--- src/rtl/ex_div.sv ---
// Iterative RV32M divider for the EX stage: restoring shift-subtract,
// one quotient bit per cycle, with a pipeline hold request while busy.
module ex_div #(
    parameter int WIDTH = 32,
    parameter int CNT_W = 6
) (
    input  logic             clk,
    input  logic             rst,
    input  logic             start_i,
    input  logic [2:0]       op_i,
    input  logic [WIDTH-1:0] dividend_i,
    input  logic [WIDTH-1:0] divisor_i,
    input  logic [4:0]       reg_waddr_i,
    input  logic             flush_i,
    output logic             stall_o,
    output logic             busy_o,
    output logic             ready_o,
    output logic [WIDTH-1:0] result_o,
    output logic [4:0]       reg_waddr_o,
    output logic             reg_we_o
);

    typedef enum logic [1:0] {
        S_IDLE,
        S_START,
        S_CALC,
        S_END
    } state_t;

    state_t r_state;
    state_t w_next;

    logic [1:0]       r_op;
    logic [WIDTH-1:0] r_dvnd;
    logic [WIDTH-1:0] r_dvsr;
    logic [4:0]       r_waddr;
    logic [WIDTH-1:0] r_quot;
    logic [WIDTH-1:0] r_rem;
    logic [WIDTH-1:0] r_div;
    logic [CNT_W-1:0] r_cnt;
    logic [WIDTH-1:0] r_result;
    logic [4:0]       r_waddr_o;

    logic             w_start;
    logic             w_stall;
    logic             w_signed;
    logic             w_is_rem;
    logic             w_dvnd_neg;
    logic             w_dvsr_neg;
    logic             w_dvsr_zero;
    logic             w_last;
    logic [WIDTH:0]   w_shift;
    logic [WIDTH:0]   w_sub;
    logic             w_ge;
    logic [WIDTH-1:0] w_rem_nx;
    logic [WIDTH-1:0] w_quot_nx;
    logic [WIDTH-1:0] w_fixed;

    // funct3 codes 0xx are multiplies and never reach this unit
    assign w_start     = start_i & op_i[2];
    assign w_signed    = ~r_op[0];
    assign w_is_rem    = r_op[1];
    assign w_dvnd_neg  = w_signed & r_dvnd[WIDTH-1];
    assign w_dvsr_neg  = w_signed & r_dvsr[WIDTH-1];
    assign w_dvsr_zero = (r_dvsr == '0);
    assign w_last      = (r_cnt == CNT_W'(WIDTH - 1));

    // The partial remainder stays below the divisor, so bit WIDTH of the
    // difference is a clean borrow flag.
    assign w_shift   = {r_rem, r_quot[WIDTH-1]};
    assign w_sub     = w_shift - {1'b0, r_div};
    assign w_ge      = ~w_sub[WIDTH];
    assign w_rem_nx  = w_ge ? w_sub[WIDTH-1:0] : w_shift[WIDTH-1:0];
    assign w_quot_nx = {r_quot[WIDTH-2:0], w_ge};

    always_comb begin
        w_fixed = w_quot_nx;
        if (w_is_rem) begin
            w_fixed = w_dvnd_neg ? -w_rem_nx : w_rem_nx;
        end else if (w_dvnd_neg ^ w_dvsr_neg) begin
            w_fixed = -w_quot_nx;
        end
    end

    always_ff @(posedge clk) begin
        if (!rst) begin
            r_state <= S_IDLE;
        end else begin
            r_state <= w_next;
        end
    end

    always_comb begin
        w_next  = r_state;
        w_stall = 1'b0;
        unique case (r_state)
            S_IDLE: begin
                w_stall = w_start & ~flush_i;
                if (w_start) begin
                    w_next = S_START;
                end
            end
            S_START: begin
                w_stall = 1'b1;
                w_next  = w_dvsr_zero ? S_END : S_CALC;
            end
            S_CALC: begin
                w_stall = 1'b1;
                if (w_last) begin
                    w_next = S_END;
                end
            end
            S_END: begin
                w_next = S_IDLE;
            end
        endcase
        if (flush_i) begin
            w_next = S_IDLE;
        end
    end

    always_ff @(posedge clk) begin
        if (!rst) begin
            r_op      <= '0;
            r_dvnd    <= '0;
            r_dvsr    <= '0;
            r_waddr   <= '0;
            r_quot    <= '0;
            r_rem     <= '0;
            r_div     <= '0;
            r_cnt     <= '0;
            r_result  <= '0;
            r_waddr_o <= '0;
        end else begin
            unique case (r_state)
                S_IDLE: begin
                    if (w_start) begin
                        r_op    <= op_i[1:0];
                        r_dvnd  <= dividend_i;
                        r_dvsr  <= divisor_i;
                        r_waddr <= reg_waddr_i;
                    end
                end
                S_START: begin
                    r_quot <= w_dvnd_neg ? -r_dvnd : r_dvnd;
                    r_div  <= w_dvsr_neg ? -r_dvsr : r_dvsr;
                    r_rem  <= '0;
                    r_cnt  <= '0;
                    if (w_dvsr_zero && !flush_i) begin
                        r_result  <= w_is_rem ? r_dvnd : '1;
                        r_waddr_o <= r_waddr;
                    end
                end
                S_CALC: begin
                    r_quot <= w_quot_nx;
                    r_rem  <= w_rem_nx;
                    r_cnt  <= r_cnt + 1'b1;
                    if (w_last && !flush_i) begin
                        r_result  <= w_fixed;
                        r_waddr_o <= r_waddr;
                    end
                end
                S_END: begin
                end
            endcase
        end
    end

    assign stall_o     = w_stall;
    assign busy_o      = (r_state != S_IDLE);
    assign ready_o     = (r_state == S_END);
    assign reg_we_o    = ready_o;
    assign result_o    = r_result;
    assign reg_waddr_o = r_waddr_o;

endmodule

--- config.mk ---
export PLATFORM = sky130hd
export DESIGN_NAME = ex_div
export DESIGN_NICKNAME = d
export VERILOG_FILES = /design/src/rtl/ex_div.sv
export SDC_FILE = /design/constraint.sdc
export NUM_CORES = 1
export LEC_CHECK = 0
export ABC_AREA = 1
export CORE_MARGIN = 2
export CORE_UTILIZATION = 45
export DETAILED_ROUTE_END_ITERATION = 12
export PLACE_DENSITY_LB_ADDON = 0.08
export SYNTH_ARGS = -nofsm -noshare
export SYNTH_HDL_FRONTEND = slang
export SYNTH_SLANG_ARGS = --single-unit
--- constraint.sdc ---
create_clock -name clk -period 5 [get_ports clk]
set_input_delay 1 -clock clk [delete_from_list [all_inputs] [get_ports clk]]
set_output_delay 1 -clock clk [all_outputs]
set_load 0.02 [all_outputs]
After elaboration in Yosys (flattened, before gate mapping)
Index checks and enable logic that the tools add are counted.

storage, ports and cells
  memories kept = 0
  register bits after elaboration = 212
  bits in read-only memories = 0
  logic and storage cells = 67
  output and inout port bits = 41
  RAM bits = 0
  bits in latches = 0
  input port bits = 76

operators by class
  equality and inequality tests = 8
  add/sub/neg operators = 6
  order comparisons = 0
  reduce and logical (&&, ||, !) cells = 12
  multiply operators = 0
  bitwise gates (word level) = 9
  muxes and demuxes = 21
  shifts and indexed selects = 0
  div/mod/pow operators = 0

operator list
  cell                 number
  $mux 32              9
  $pmux 32 s2          3
  $neg 32->32          4
  $sub 33x32->33       1
  $logic_not 32->1     1
  $pmux 6 s2           1
  $mux 5               2
  $pmux 5 s2           1
  $ne 2x2->1 const B   4
  $pmux 2 s4           1
  $add 6x1->6 const B  1
  $eq 6x5->1 const B   1
  $and 1x1->1          4
  $eq 2x2->1 const B   2
  $mux 2               2
  $not 1->1            4
  $reduce_and 2->1     2
  $reduce_bool 2->1    2
  $reduce_or 2->1      2
  $reduce_and 3->1     1
  $eq 2x1->1 const B   1
  $logic_and 1x1->1    2
  $logic_not 2->1      1
  $pmux 1 s2           1
  other kinds (3)      3

Longest topological paths before layout
  depth after elaboration = 7
  depth in mapped cells = 33
  depth with buffers taken out = 31

Worst setup path after synthesis
No wires, ideal clock.

  path type = flip-flop to flip-flop
  start = register r_quot[31]
  end = register r_result[28] (netlist: result_o[28])
  slack = 969 ps
  setup time = 134 ps
  arrival time = 3897 ps
  buffers on the path = 2
  cell stages (with the launch flop) = 31
  period minus slack after synthesis = 4031 ps
  data required time = 4866 ps
  cell sequence = dfxtp_1 > inv_1 > ha_1 > fa_1 > inv_1 > nand2_1 > nand2_1 > nand3_1 > nand2_1 > nand2_1 > nand2_2 > nand2_4 > nand2_4 > nand2_4 > nand2_8 > buf_8 > buf_6 > ha_1 > nand3_1 > nor2_1 > nand2_1 > nor3_1 > nand4_1 > o41ai_1 > o21ai_0 > o21ai_0 > a21oi_1 > nor2_1 > nand2_1 > nand2_1 > a21oi_1

between the ends
  word-level cells in the longest chain between the ends = 7
  elaborated cells on any way between the ends = 10
  those cells by class = add/sub: 3; mux: 6; bitwise: 1

RTL lines
  element                               RTL line  text
  start: declaration                    37        logic [WIDTH-1:0] r_quot;
  start signal: assignment              145       r_quot <= w_dvnd_neg ? -r_dvnd : r_dvnd;
  start signal: assignment              155       r_quot <= w_quot_nx;
  $sub 33x32->33                        71        assign w_sub = w_shift - {1'b0, r_div};
  $mux 32 or $not 1->1 (tied branches)  73, 72
  $neg 32->32 (on tied branches)        79, 81
  $mux 32 (on tied branches)            79, 80
  $mux 32 *                             78        if (w_is_rem) begin
  $mux 32 *                             158       if (w_last && !flush_i) begin
  $pmux 32 s2 *                         135       unique case (r_state)
  end signal: assignment                150       r_result <= w_is_rem ? r_dvnd : '1;
  end signal: assignment                159       r_result <= w_fixed;
  end: declaration                      41        logic [WIDTH-1:0] r_result;

Every way passes the cells marked *; elsewhere a longest branch is shown, timed or not. The select of a mux whose other input is x is not followed.
A chain may end at the register's enable or synchronous reset.

Worst setup path after layout
Same ends and word-level chain as after synthesis.

==> flow_metrics.py <==
metrics = {
    "layout": {
        "area_growth_pct": 15.61,
        "multiInputGateArea_um2": 8889,
        "finish.utilization_pct": 52.92,
        "nFillCells": 3426,
        "drive_gt1_share_pct": 5.401,
        "num_antenna_cells": 0,
        "layout.nets": 2655,
        "regArea_um2": 4244,
        "final_cell_mix": "717 x nand2_1, 338 x inv_1, 227 x a21oi_1",
        "design_area_um2": 17220,
        "final_common_cell": "nand2_1",
    },
    "place": {
        "gp_congestion": 0.9792,
        "place_area_um2": 16340,
        "io_buffer_count": 116,
        "dp_hpwl_mm": 40.73,
    },
    "worst_setup_path": {
        "cp_common_cell": "nand2_1",
        "critPathMaxStageDelay_ns": 0.43,
        "crit_slowest_cell": "o41ai_1",
        "crit_type": "reg2reg",
        "cp-end-kind": "flop",
        "crit_arrival_ns": 4.76,
        "rr_worst_depth": 29,
        "crit_required_ns": 5.39,
        "startpoint_type": "flop",
        "worstPathMaxFanout": 4,
    },
    "clock_network": {
        "clkSinkCount": 212,
        "cts_root_buffer": "clkbuf_16",
        "postCtsHoldBufs": 0,
        "cts_resized": 0,
        "cts_setup_buffers": 0,
        "cts_made_buffers": 26,
        "ctsHtreeMaxLevel": 1,
        "insertion_delay_ns": 0.56,
        "clkTransAtPathRegs_ns": 0.06,
        "cts_tree": "done",
        "cts.path.max_buffers": 3,
    },
    "sta": {
        "setup_viol": 0,
        "worstMarginPinSlew_ns": 1.139,
        "timing.setup.tns_ns": 0,
        "hold_viol_final": 0,
        "rsz0062_at_grt": "false",
        "period_share_pct": 87.41,
        "slew_violations": 0,
        "fin_skew_ns": 0.01750,
        "final.min_clock_period_ns": 4.370,
        "maxSlewHeadroom_pct": 24.07,
        "maxClockFrequency_mhz": 228.8,
    },
    "power_and_ir_drop": {
        "powerDensity_nw_per_um2": 383.2,
        "ir_drop_mv": 0.2784,
        "p_leak_nw": 7.988,
        "finalPower_mw": 6.599,
    },
    "drt": {
        "dr_total_vias": 16220,
        "drt_iter0_markers": 1286,
        "drt-wirelength-per-cell_um": 17.67,
        "drt.antenna.violating_nets": 0,
        "drc_errors": 0,
        "routed_via_density": 5.411,
        "wl_mm": 52.95,
        "firstDrtPassIters": 6,
    },
    "yosys": {
        "ys_types": 56,
        "yosysWarningCount": 0,
        "syn_inst": 2473,
        "ys_seq_area_share_pct": 28.50,
        "syn_area_um2": 14890,
        "synth_fp_nets": 2591,
        "synth_seq_cells": 212,
        "synth.top_cells.by_area": "dfxtp_1 28%, nand2_1 18%, inv_1 8.5%, a21oi_1 7.6%, o21ai_0 5.9%",
        "synth_top_area_share_pct": 28.50,
        "synthFlopType": "dfxtp_1",
        "ys_async_sr_fraction_pct": 0,
        "synth_largest_area_cell": "dfxtp_1",
        "avgSynthCellArea_um2": 6.022,
        "synth_edf_count": 0,
    },
    "floorplan": {
        "die-area_um2": 34570,
        "die_h_um": 185.9,
        "rows": 66,
        "coreArea_um2": 32540,
        "io_pins": 117,
        "start_util_pct": 45.77,
        "fp.dieW_um": 185.9,
    },
    "status": {
        "status": "completed",
    },
    "global_routing": {
        "grt_max_degree": 110,
        "grt_overflow": 0,
        "grt_pass1_vias": 14690,
        "antenna_found_initial": 0,
        "grt_pass1_wl_mm": 81.23,
        "grt_usage_pct": 30.28,
    },
    "min_path": {
        "holdPathStages": 2,
        "worst_hold_path_type": "reg2reg",
    },
    "job": {
        "max_cap_viol_count": 0,
    },
}
## metal layers
| layer | GRT usage, % | part of all wire, % | vias up |
|---|---|---|---|
| li1 | - | - | 8133 |
| met1 | 44.68 | 48 | 7409 |
| met2 | 45.01 | 42 | 604 |
| met3 | 5.420 | 8.0 | 72 |
| met4 | 7.780 | 2.4 | 0 |
| met5 | 0 | 0 | - |
## cell families after synthesis
family	Yosys count	synth area share [%]
adder cells (fa/ha/maj)	42	3.579
buffers and inverters	450	11.92
AND/OR/NAND/NOR	1207	34.33
XOR/XNOR	34	1.999
AO/OA/AOI/OAI	528	19.68
flip-flops	212	28.50
## flip-flops by register name (all words and copies together), names as in the netlist
signal,cells
r_waddr,5
reg_waddr_o,5
r_dvsr,32
result_o,32
r_op,2
r_dvnd,32
r_state,2
r_cnt,6
r_quot,32
r_rem,32
r_div,32
## worst max-delay path: cells and delay by family, from the launching register on
family	cells	cell delay, ns
AND/OR/NAND/NOR	18	1.78
AO/OA/AOI/OAI	5	0.94
flip-flops	1	0.34
buffers and inverters	3	0.31
adder cells (fa/ha/maj)	3	0.82
## Yosys cell counts, types with 4 or more instances
| cell | count |
|---|---|
| nand2_1 | 718 |
| o21ai_1 | 14 |
| a21boi_0 | 5 |
| a21oi_1 | 227 |
| inv_1 | 338 |
| nand3_1 | 153 |
| o21a_1 | 4 |
| a21oi_2 | 4 |
| nor2_1 | 209 |
| o221ai_1 | 18 |
| ha_1 | 41 |
| o22ai_1 | 12 |
| o211ai_1 | 14 |
| a31oi_1 | 34 |
| buf_6 | 4 |
| nand2_2 | 22 |
| xnor2_1 | 5 |
| xor2_1 | 29 |
| nor2_2 | 14 |
| inv_2 | 5 |
| buf_2 | 11 |
| nor3_1 | 40 |
| dfxtp_1 | 212 |
| clkbuf_1 | 77 |
| buf_1 | 8 |
| buf_4 | 4 |
| nand4_1 | 17 |
| o21ai_0 | 175 |
| nand3b_1 | 6 |
| nor4_1 | 7 |
## layout make-up
class	instances	share of cell area, %
Multi-Input combinational cell	1811	51.62
Clock buffer	35	4.208
Clock inverter	11	0.8793
Inverter	344	7.507
Sequential cell	212	24.65
Timing Repair Buffer	142	7.921
Tap cell	442	3.212
## path summary, 6_finish.rpt
check	start	end	slack, ns
worst max register to register	r_quot[31]	result_o[28]	0.63
worst min-delay path	r_waddr[2]	r_waddr[2]	0.45
worst min register to register	r_waddr[2]	r_waddr[2]	0.45
worst max-delay path	r_quot[31]	result_o[28]	0.63
## stage by stage
step,hold WS (ns),worst slack [ns],instances
floorplan,0.4297,0.9687,2473
global placement,0.4438,0.7510,2951
detailed placement,0.4480,0.7045,2951
CTS,0.4549,0.6629,2997
global route,0.4794,0.08251,2997
finish,0.4521,0.6297,2997
## report_power, final
group,switching [mW],internal [mW],total [mW]
Sequential,0.0952,1.81,1.90
Combinational,1.90,0.856,2.75
Clock,0.774,1.17,1.94
Total,2.77,3.83,6.60
Note: power is estimated with default switching activity, not from simulation.
